[src/rtl/poolb_next_reader_cu_pkg.sv]
// Shared types and sizing helpers for the next-IFM bank reader control unit.
// Pure declarations, no logic; no latency.
// No flow control lives here.
package poolb_next_reader_cu_pkg;

    typedef enum logic [2:0] {
        ST_IDLE    = 3'd0,
        ST_READ    = 3'd1,
        ST_DRAIN   = 3'd2,
        ST_FINISH  = 3'd3,
        ST_HANDOFF = 3'd4
    } state_t;

    function automatic int ceil_div(input int a, input int b);
        return (a + b - 1) / b;
    endfunction

    // Never returns a zero width, so a single-entry range still gets a 1-bit bus.
    function automatic int width_of(input int n);
        return (n <= 1) ? 1 : $clog2(n);
    endfunction

    localparam int IFM_SIZE_DEF          = 3;
    localparam int IFM_DEPTH_DEF         = 16;
    localparam int NUMBER_OF_UNITS_DEF   = 3;
    localparam int MEM_READ_LATENCY_DEF  = 1;
    localparam int NUMBER_OF_BLOCKS_DEF  = ceil_div(IFM_DEPTH_DEF, NUMBER_OF_UNITS_DEF);
    localparam int ADDRESS_SIZE_IFM_DEF  = width_of(IFM_SIZE_DEF * IFM_SIZE_DEF);
    localparam int SEL_SIZE_DEF          = width_of(NUMBER_OF_BLOCKS_DEF);

endpackage

[src/rtl/poolb_next_reader_cu_if.sv]
// Bundle of the producer handshake, memory read port, sink stream and downstream handshake.
// Wires only; no latency.
// sink_ready is the only backpressure input; the master stalls reads while it is low.
interface poolb_next_reader_cu_if
    import poolb_next_reader_cu_pkg::*;
#(
    parameter int ADDRESS_SIZE_IFM = ADDRESS_SIZE_IFM_DEF,
    parameter int SEL_SIZE         = SEL_SIZE_DEF
);
    logic                        start_from_previous;
    logic                        end_to_previous;
    logic                        sink_ready;
    logic                        ifm_enable_read;
    logic [ADDRESS_SIZE_IFM-1:0] ifm_address_read;
    logic [SEL_SIZE-1:0]         ifm_sel_read;
    logic                        data_valid;
    logic                        data_last;
    logic                        end_from_next;
    logic                        start_to_next;

    modport master (
        input  start_from_previous, sink_ready, end_from_next,
        output end_to_previous, ifm_enable_read, ifm_address_read, ifm_sel_read,
               data_valid, data_last, start_to_next
    );

    modport slave (
        output start_from_previous, sink_ready, end_from_next,
        input  end_to_previous, ifm_enable_read, ifm_address_read, ifm_sel_read,
               data_valid, data_last, start_to_next
    );
endinterface

[src/rtl/poolb_valid_delay.sv]
// Fixed-depth shift register aligning read-enable side-band with memory read data.
// Latency DEPTH cycles; synchronous active-low clear empties every stage.
// No backpressure: advances every cycle.
module poolb_valid_delay #(
    parameter int DATA_WIDTH = 2,
    parameter int DEPTH      = 1
)(
    input  logic                  clk,
    input  logic                  reset,
    input  logic [DATA_WIDTH-1:0] din,
    output logic [DATA_WIDTH-1:0] dout
);
    logic [DEPTH*DATA_WIDTH-1:0] sr;

    if (DEPTH == 1) begin : g_one
        always_ff @(posedge clk) begin
            if (!reset) sr <= '0;
            else        sr <= din;
        end
    end else begin : g_many
        always_ff @(posedge clk) begin
            if (!reset) sr <= '0;
            else        sr <= {sr[(DEPTH-1)*DATA_WIDTH-1:0], din};
        end
    end

    assign dout = sr[DEPTH*DATA_WIDTH-1 -: DATA_WIDTH];
endmodule

[src/rtl/poolb_next_reader_cu.sv]
// Reads one IFM plane per producer start, cycling unit groups, then starts the next layer.
// data_valid/data_last trail ifm_enable_read by MEM_READ_LATENCY cycles.
// sink_ready gates each read combinationally; address holds while it is low.
module poolb_next_reader_cu
    import poolb_next_reader_cu_pkg::*;
#(
    parameter int IFM_SIZE         = IFM_SIZE_DEF,
    parameter int IFM_DEPTH        = IFM_DEPTH_DEF,
    parameter int NUMBER_OF_UNITS  = NUMBER_OF_UNITS_DEF,
    parameter int MEM_READ_LATENCY = MEM_READ_LATENCY_DEF
)(
    input  logic                   clk,
    input  logic                   reset,
    poolb_next_reader_cu_if.master bus
);
    localparam int NUMBER_OF_BLOCKS = ceil_div(IFM_DEPTH, NUMBER_OF_UNITS);
    localparam int ADDRESS_SIZE_IFM = width_of(IFM_SIZE * IFM_SIZE);
    localparam int SEL_SIZE         = width_of(NUMBER_OF_BLOCKS);
    localparam int CNT_SIZE         = 3;

    localparam logic [ADDRESS_SIZE_IFM-1:0] ADDR_MAX = ADDRESS_SIZE_IFM'(IFM_SIZE * IFM_SIZE - 1);
    localparam logic [SEL_SIZE-1:0]         SEL_MAX  = SEL_SIZE'(NUMBER_OF_BLOCKS - 1);
    localparam logic [CNT_SIZE-1:0]         CNT_LAST = CNT_SIZE'(MEM_READ_LATENCY - 1);

    state_t                      state_q, state_d;
    logic [ADDRESS_SIZE_IFM-1:0] addr_q, addr_d;
    logic [SEL_SIZE-1:0]         sel_q, sel_d;
    logic [CNT_SIZE-1:0]         cnt_q, cnt_d;
    logic                        pending_q, pending_d;
    logic                        rd_en, end_to_prev, start_next;
    logic [1:0]                  pipe_in, pipe_out;

    always_ff @(posedge clk) begin
        if (!reset) begin
            state_q   <= ST_IDLE;
            addr_q    <= '0;
            sel_q     <= '0;
            cnt_q     <= '0;
            pending_q <= 1'b0;
        end else begin
            state_q   <= state_d;
            addr_q    <= addr_d;
            sel_q     <= sel_d;
            cnt_q     <= cnt_d;
            pending_q <= pending_d;
        end
    end

    always_comb begin
        state_d     = state_q;
        addr_d      = addr_q;
        sel_d       = sel_q;
        cnt_d       = cnt_q;
        pending_d   = pending_q;
        rd_en       = 1'b0;
        end_to_prev = 1'b0;
        start_next  = 1'b0;
        case (state_q)
            ST_IDLE, ST_FINISH: begin
                end_to_prev = 1'b1;
                if (bus.start_from_previous) begin
                    state_d = ST_READ;
                    addr_d  = '0;
                end
            end
            ST_READ: begin
                rd_en = bus.sink_ready;
                if (bus.sink_ready) begin
                    if (addr_q == ADDR_MAX) begin
                        addr_d  = '0;
                        cnt_d   = '0;
                        state_d = ST_DRAIN;
                    end else begin
                        addr_d = addr_q + 1'b1;
                    end
                end
            end
            // Hold the bank until the final word has left the memory pipeline.
            ST_DRAIN: begin
                if (cnt_q == CNT_LAST) begin
                    sel_d   = (sel_q == SEL_MAX) ? '0 : sel_q + 1'b1;
                    state_d = (sel_q == SEL_MAX) ? ST_HANDOFF : ST_FINISH;
                end else begin
                    cnt_d = cnt_q + 1'b1;
                end
            end
            // A start landing while downstream is busy is remembered and replayed on handoff.
            ST_HANDOFF: begin
                end_to_prev = 1'b1;
                start_next  = bus.end_from_next;
                if (bus.end_from_next) begin
                    state_d   = (pending_q || bus.start_from_previous) ? ST_READ : ST_IDLE;
                    addr_d    = '0;
                    pending_d = 1'b0;
                end else if (bus.start_from_previous) begin
                    pending_d = 1'b1;
                end
            end
            default: state_d = ST_IDLE;
        endcase
    end

    assign pipe_in = {rd_en & (addr_q == ADDR_MAX), rd_en};

    poolb_valid_delay #(
        .DATA_WIDTH (2),
        .DEPTH      (MEM_READ_LATENCY)
    ) u_valid_delay (
        .clk   (clk),
        .reset (reset),
        .din   (pipe_in),
        .dout  (pipe_out)
    );

    assign bus.end_to_previous  = end_to_prev;
    assign bus.ifm_enable_read  = rd_en;
    assign bus.ifm_address_read = addr_q;
    assign bus.ifm_sel_read     = sel_q;
    assign bus.data_valid       = pipe_out[0];
    assign bus.data_last        = pipe_out[1];
    assign bus.start_to_next    = start_next;
endmodule

[src/flat_wrapper.sv]
// flat-port wrapper written by rule: the top's interface ports become plain ports
module poolb_next_reader_cu_flat import poolb_next_reader_cu_pkg::*;
#(
    parameter int IFM_SIZE         = IFM_SIZE_DEF,
    parameter int IFM_DEPTH        = IFM_DEPTH_DEF,
    parameter int NUMBER_OF_UNITS  = NUMBER_OF_UNITS_DEF,
    parameter int MEM_READ_LATENCY = MEM_READ_LATENCY_DEF
)
  (clk, reset, bus_start_from_previous, bus_sink_ready, bus_end_from_next, bus_end_to_previous, bus_ifm_enable_read, bus_ifm_address_read, bus_ifm_sel_read, bus_data_valid, bus_data_last, bus_start_to_next);
  poolb_next_reader_cu_if #(.ADDRESS_SIZE_IFM(4), .SEL_SIZE(3)) bus_i ();
  input  logic clk;
  input  logic reset;
  input wire logic [$bits(bus_i.start_from_previous)-1:0] bus_start_from_previous;
  input wire logic [$bits(bus_i.sink_ready)-1:0] bus_sink_ready;
  input wire logic [$bits(bus_i.end_from_next)-1:0] bus_end_from_next;
  output wire logic [$bits(bus_i.end_to_previous)-1:0] bus_end_to_previous;
  output wire logic [$bits(bus_i.ifm_enable_read)-1:0] bus_ifm_enable_read;
  output wire logic [$bits(bus_i.ifm_address_read)-1:0] bus_ifm_address_read;
  output wire logic [$bits(bus_i.ifm_sel_read)-1:0] bus_ifm_sel_read;
  output wire logic [$bits(bus_i.data_valid)-1:0] bus_data_valid;
  output wire logic [$bits(bus_i.data_last)-1:0] bus_data_last;
  output wire logic [$bits(bus_i.start_to_next)-1:0] bus_start_to_next;
  assign bus_i.start_from_previous = bus_start_from_previous;
  assign bus_i.sink_ready = bus_sink_ready;
  assign bus_i.end_from_next = bus_end_from_next;
  assign bus_end_to_previous = bus_i.end_to_previous;
  assign bus_ifm_enable_read = bus_i.ifm_enable_read;
  assign bus_ifm_address_read = bus_i.ifm_address_read;
  assign bus_ifm_sel_read = bus_i.ifm_sel_read;
  assign bus_data_valid = bus_i.data_valid;
  assign bus_data_last = bus_i.data_last;
  assign bus_start_to_next = bus_i.start_to_next;
  poolb_next_reader_cu #(.IFM_SIZE(IFM_SIZE), .IFM_DEPTH(IFM_DEPTH), .NUMBER_OF_UNITS(NUMBER_OF_UNITS), .MEM_READ_LATENCY(MEM_READ_LATENCY)) u_core (.clk(clk), .reset(reset), .bus(bus_i));
endmodule
[config.mk]
export PLATFORM = sky130hd
export DESIGN_NAME = poolb_next_reader_cu_flat
export DESIGN_NICKNAME = d
export VERILOG_FILES = /design/src/rtl/poolb_next_reader_cu_pkg.sv /design/src/rtl/poolb_next_reader_cu_if.sv /design/src/rtl/poolb_valid_delay.sv /design/src/rtl/poolb_next_reader_cu.sv /design/src/flat_wrapper.sv
export SDC_FILE = /design/constraint.sdc
export NUM_CORES = 1
export LEC_CHECK = 0
export CAP_MARGIN = 20
export CORE_MARGIN = 1
export CORE_UTILIZATION = 40
export DETAILED_ROUTE_END_ITERATION = 8
export PLACE_DENSITY = 0.59
export SLEW_MARGIN = 20
export SYNTH_ARGS = -nofsm -noshare
export SYNTH_HDL_FRONTEND = slang
export SYNTH_HIERARCHICAL = 1
export SYNTH_SLANG_ARGS = --single-unit
[constraint.sdc]
create_clock -name clk -period 3.1 [get_ports clk]
set_input_delay 0.465 -clock clk [delete_from_list [all_inputs] [get_ports clk]]
set_output_delay 0.465 -clock clk [all_outputs]
set_load 0.01 [all_outputs]
==> metrics.csv <==
stage,metric,value,unit
grt,antenna_found_initial,0,
detailed_routing,drt_iter0_markers,12,
timing,rsz0062_at_grt,no,
detailed_routing,drc,0,
clocking,root_buffer,clkbuf_4,
placed_design,io_buffer_count,16,
hold_path,hp-start,u_core/cnt_q[2],
synthesis,synth_common_cells,"dfxtp_1 (16), nand2_1 (13), inv_1 (7)",
grt,groute.usage.overall,0.1695,
clocking,postCtsHoldBufs,0,
job,max_cap_viol_count,0,
grt,grt_first_pass_wirelength,3312,um
timing,maxSlewViolCount,0,
worst_setup_path,endpoint_kind,output port,
synthesis,synth_top_area_cell,dfxtp_1,
pwr,p_sw,0.1317,mW
worst_setup_path,crit_path_start_kind,flop,
synthesis,synth.distinct_cells,43,
die,io_pins,17,
clocking,cts_tree,done,
worst_setup_path,cpMaxStageDelayCell,dfxtp_1,
pwr,p_int,0.3504,mW
clocking,insertion_delay,0.29,ns
die,std_cell_rows,17,
timing,fin_crit_sh,0.7915,
worst_setup_path,critPathTopFamily,flip-flops,
clocking,cts_resized,0,
synthesis,syn-cell-area,988.4,sq um
die,start_util,0.4343,
die,dieHeight,51.71,um
worst_setup_path,crit_path_start,u_core/state_q[0],
clocking,cts_made_buffers,3,
grt,grt_overflow,0,
worst_setup_path,crit_fanout,15,
run_status,outcome,"finished, final reports clean",
pwr,p_per_area,408.6,mW/mm^2
timing,worst_slew_margin_rel,0.5623,
timing,finalSetupViolCount,0,
detailed_routing,vias,791,
worst_setup_path,cp_slowest_stage_delay,0.65,ns
pwr,peakVddDrop,0.2723,mV
worst_setup_path,worstSetupPathType,reg2out,
synthesis,synth.avg_cell_area,9.152,sq um
clocking,cts_max_level,1,
worst_setup_path,worstPathRequired,2.63,ns
clocking,postCtsSetupBuffers,0,
synthesis,synth_top_area_frac,0.3241,
clocking,cts_max_path_buffers,2,
synthesis,synth_edf_count,0,
synthesis,yosysWarnings,6,
finish,final_util,0.5184,
synthesis,synthArstFlopShare,0,
die,fp.dieArea,0.002674,sq mm
timing,tns,0,ns
timing,fin_skew,0.002192,ns
detailed_routing,vias_per_cell,5.238,
clocking,clkTransAtPathRegs,0.09,ns
finish,diodes,0,
timing,timing.fmax,0.4076,GHz
grt,grt_max_degree,22,
finish,drive_above_1_share,0.1220,
die,core-area,0.002276,sq mm
synthesis,yosysMostFrequentCell,dfxtp_1,
synthesis,ys_ff_latch,16,
hold_path,hold_class,reg2reg,
placed_design,place.gp.congestion,0.7524,
worst_setup_path,r2r_start,u_core/state_q[0],
placed_design,hpwl,1293,um
pwr,p_seq_frac,0.477,
timing,hold_viol,0,
worst_setup_path,crit_path_cell_trace,nor3b_4 -> and2_1 -> clkdlybuf4s50_1,
detailed_routing,ant_nets,0,
pwr,swShare,0.2732,
timing,period_needed,2.454,ns
synthesis,synth-seq-area-share,0.3241,
timing,worst_pin_slew,0.6545,ns
worst_setup_path,arrival,1.99,ns
detailed_routing,wl_per_cell,12.26,um
detailed_routing,dr.pass1.iters,4,
finish,fin_nets,133,
clocking,cts.sinks,16,
detailed_routing,drt-total-wl,1852,um
pwr,pwr-share-clk,0.288,
finish,area_delta_synth_final,19.37,%
synthesis,synthesis.nets,117,
synthesis,synthTopCellsByArea,"dfxtp_1 (32%), ha_1 (5.1%), nand2_1 (4.9%), nor3b_4 (3.8%), nand3_1 (3.0%)",
grt,first_global_vias,732,
pwr,p_leak,0.4401,nW
worst_setup_path,cp_num_buf_inv,1,
synthesis,synth_top_flop_cell,dfxtp_1,
die,die_x,51.71,um
pwr,power_frac_comb,0.235,
synthesis,synth_cells,108,
==> layout by cell type (no fill, tap or decap), types with 2 or more instances in the layout <==
master,synthesis,routed
nor2_1,4,4
inv_1,7,7
o21ai_0,3,3
nand3b_1,2,2
nand3_1,6,6
and2_1,4,4
o21a_1,2,2
clkdlybuf4s50_1,0,16
a31oi_1,2,2
or3_1,3,3
ha_1,4,4
clkbuf_4,0,3
nor3b_4,2,2
o22ai_1,2,2
mux2_4,2,2
a21boi_0,4,4
nand2_1,13,13
nor3b_1,2,2
and3_1,3,3
nand2b_1,2,2
dfxtp_1,16,16
==> registers in the layout, indices dropped and copies added, names as in the netlist <==
| name | cells |
|---|---|
| u_core/u_valid_delay/dout | 2 |
| u_core/bus.ifm_sel_read | 3 |
| u_core/pending_q | 1 |
| u_core/cnt_q | 3 |
| u_core/bus.ifm_address_read | 4 |
| u_core/state_q | 3 |
==> power groups by stage <==
| stage | Combinational (mW) | Sequential [mW] | Clock (mW) |
|---|---|---|---|
| after global routing | 0.127 | 0.234 | 0.154 |
| after floorplan | 0.0902 | 0.227 | 0 |
| final | 0.113 | 0.230 | 0.139 |
| after CTS | 0.114 | 0.230 | 0.146 |
| after global placement | 0.114 | 0.235 | 0 |
| after detailed placement | 0.114 | 0.235 | 0 |
==> layer usage <==
| metal | track usage | vias to the layer above | part of all wire |
|---|---|---|---|
| met5 | 0 | - | 0 |
| met4 | 0.05405 | 0 | 0.0076 |
| met3 | 0.05263 | 2 | 0.045 |
| met2 | 0.2684 | 14 | 0.44 |
| met1 | 0.2179 | 364 | 0.51 |
| li1 | - | 411 | - |
==> cells by family after synthesis <==
| logic type | share of synthesized area |
|---|---|
| simple gates | 0.3354 |
| compound gates | 0.1734 |
| flops | 0.3241 |
| buf+inv | 0.06708 |
| fa+ha+maj | 0.05063 |
| mux | 0.04051 |
| xor+xnor | 0.008862 |
==> worst register-to-register path, stage by stage (launching register included) <==
cell	delay (ns)
dfxtp_1	0.65
mux2_4	0.36
a211o_4	0.37
mux2_4	0.31
nor2b_2	0.10
==> stage by stage <==
step,hold WS [ns],worst slack [ns],instances,cell area [sq um],power (mW)
final,0.4977,0.6463,151,1180,0.4821
after detailed placement,0.4869,0.8869,147,1144,0.3485
after floorplan,0.4673,1.562,108,988.4,0.3174
after global placement,0.4818,0.9031,147,1144,0.3486
after global routing,0.5424,0.5048,151,1180,0.5147
after CTS,0.5004,0.6336,151,1180,0.4899
==> path summary, 6_finish.rpt <==
path	cells after the start	slack, ns	end
max	3	0.65	bus_ifm_enable_read
min	2	0.50	u_core/cnt_q[2]
max reg2reg	4	1.27	u_core/bus.ifm_address_read[1]
min reg2reg	2	0.50	u_core/cnt_q[2]
==> layout make-up <==
class | instances | area, sq um
Multi-Input combinational cell | 80 | 601.8
Fill cell | 231 | 1096
Sequential cell | 16 | 320.3
Timing Repair Buffer | 16 | 160.2
Tap cell | 28 | 35.03
Inverter | 7 | 26.28
Clock buffer | 4 | 36.28
No activity file was read; power rests on OpenSTA's default activity.
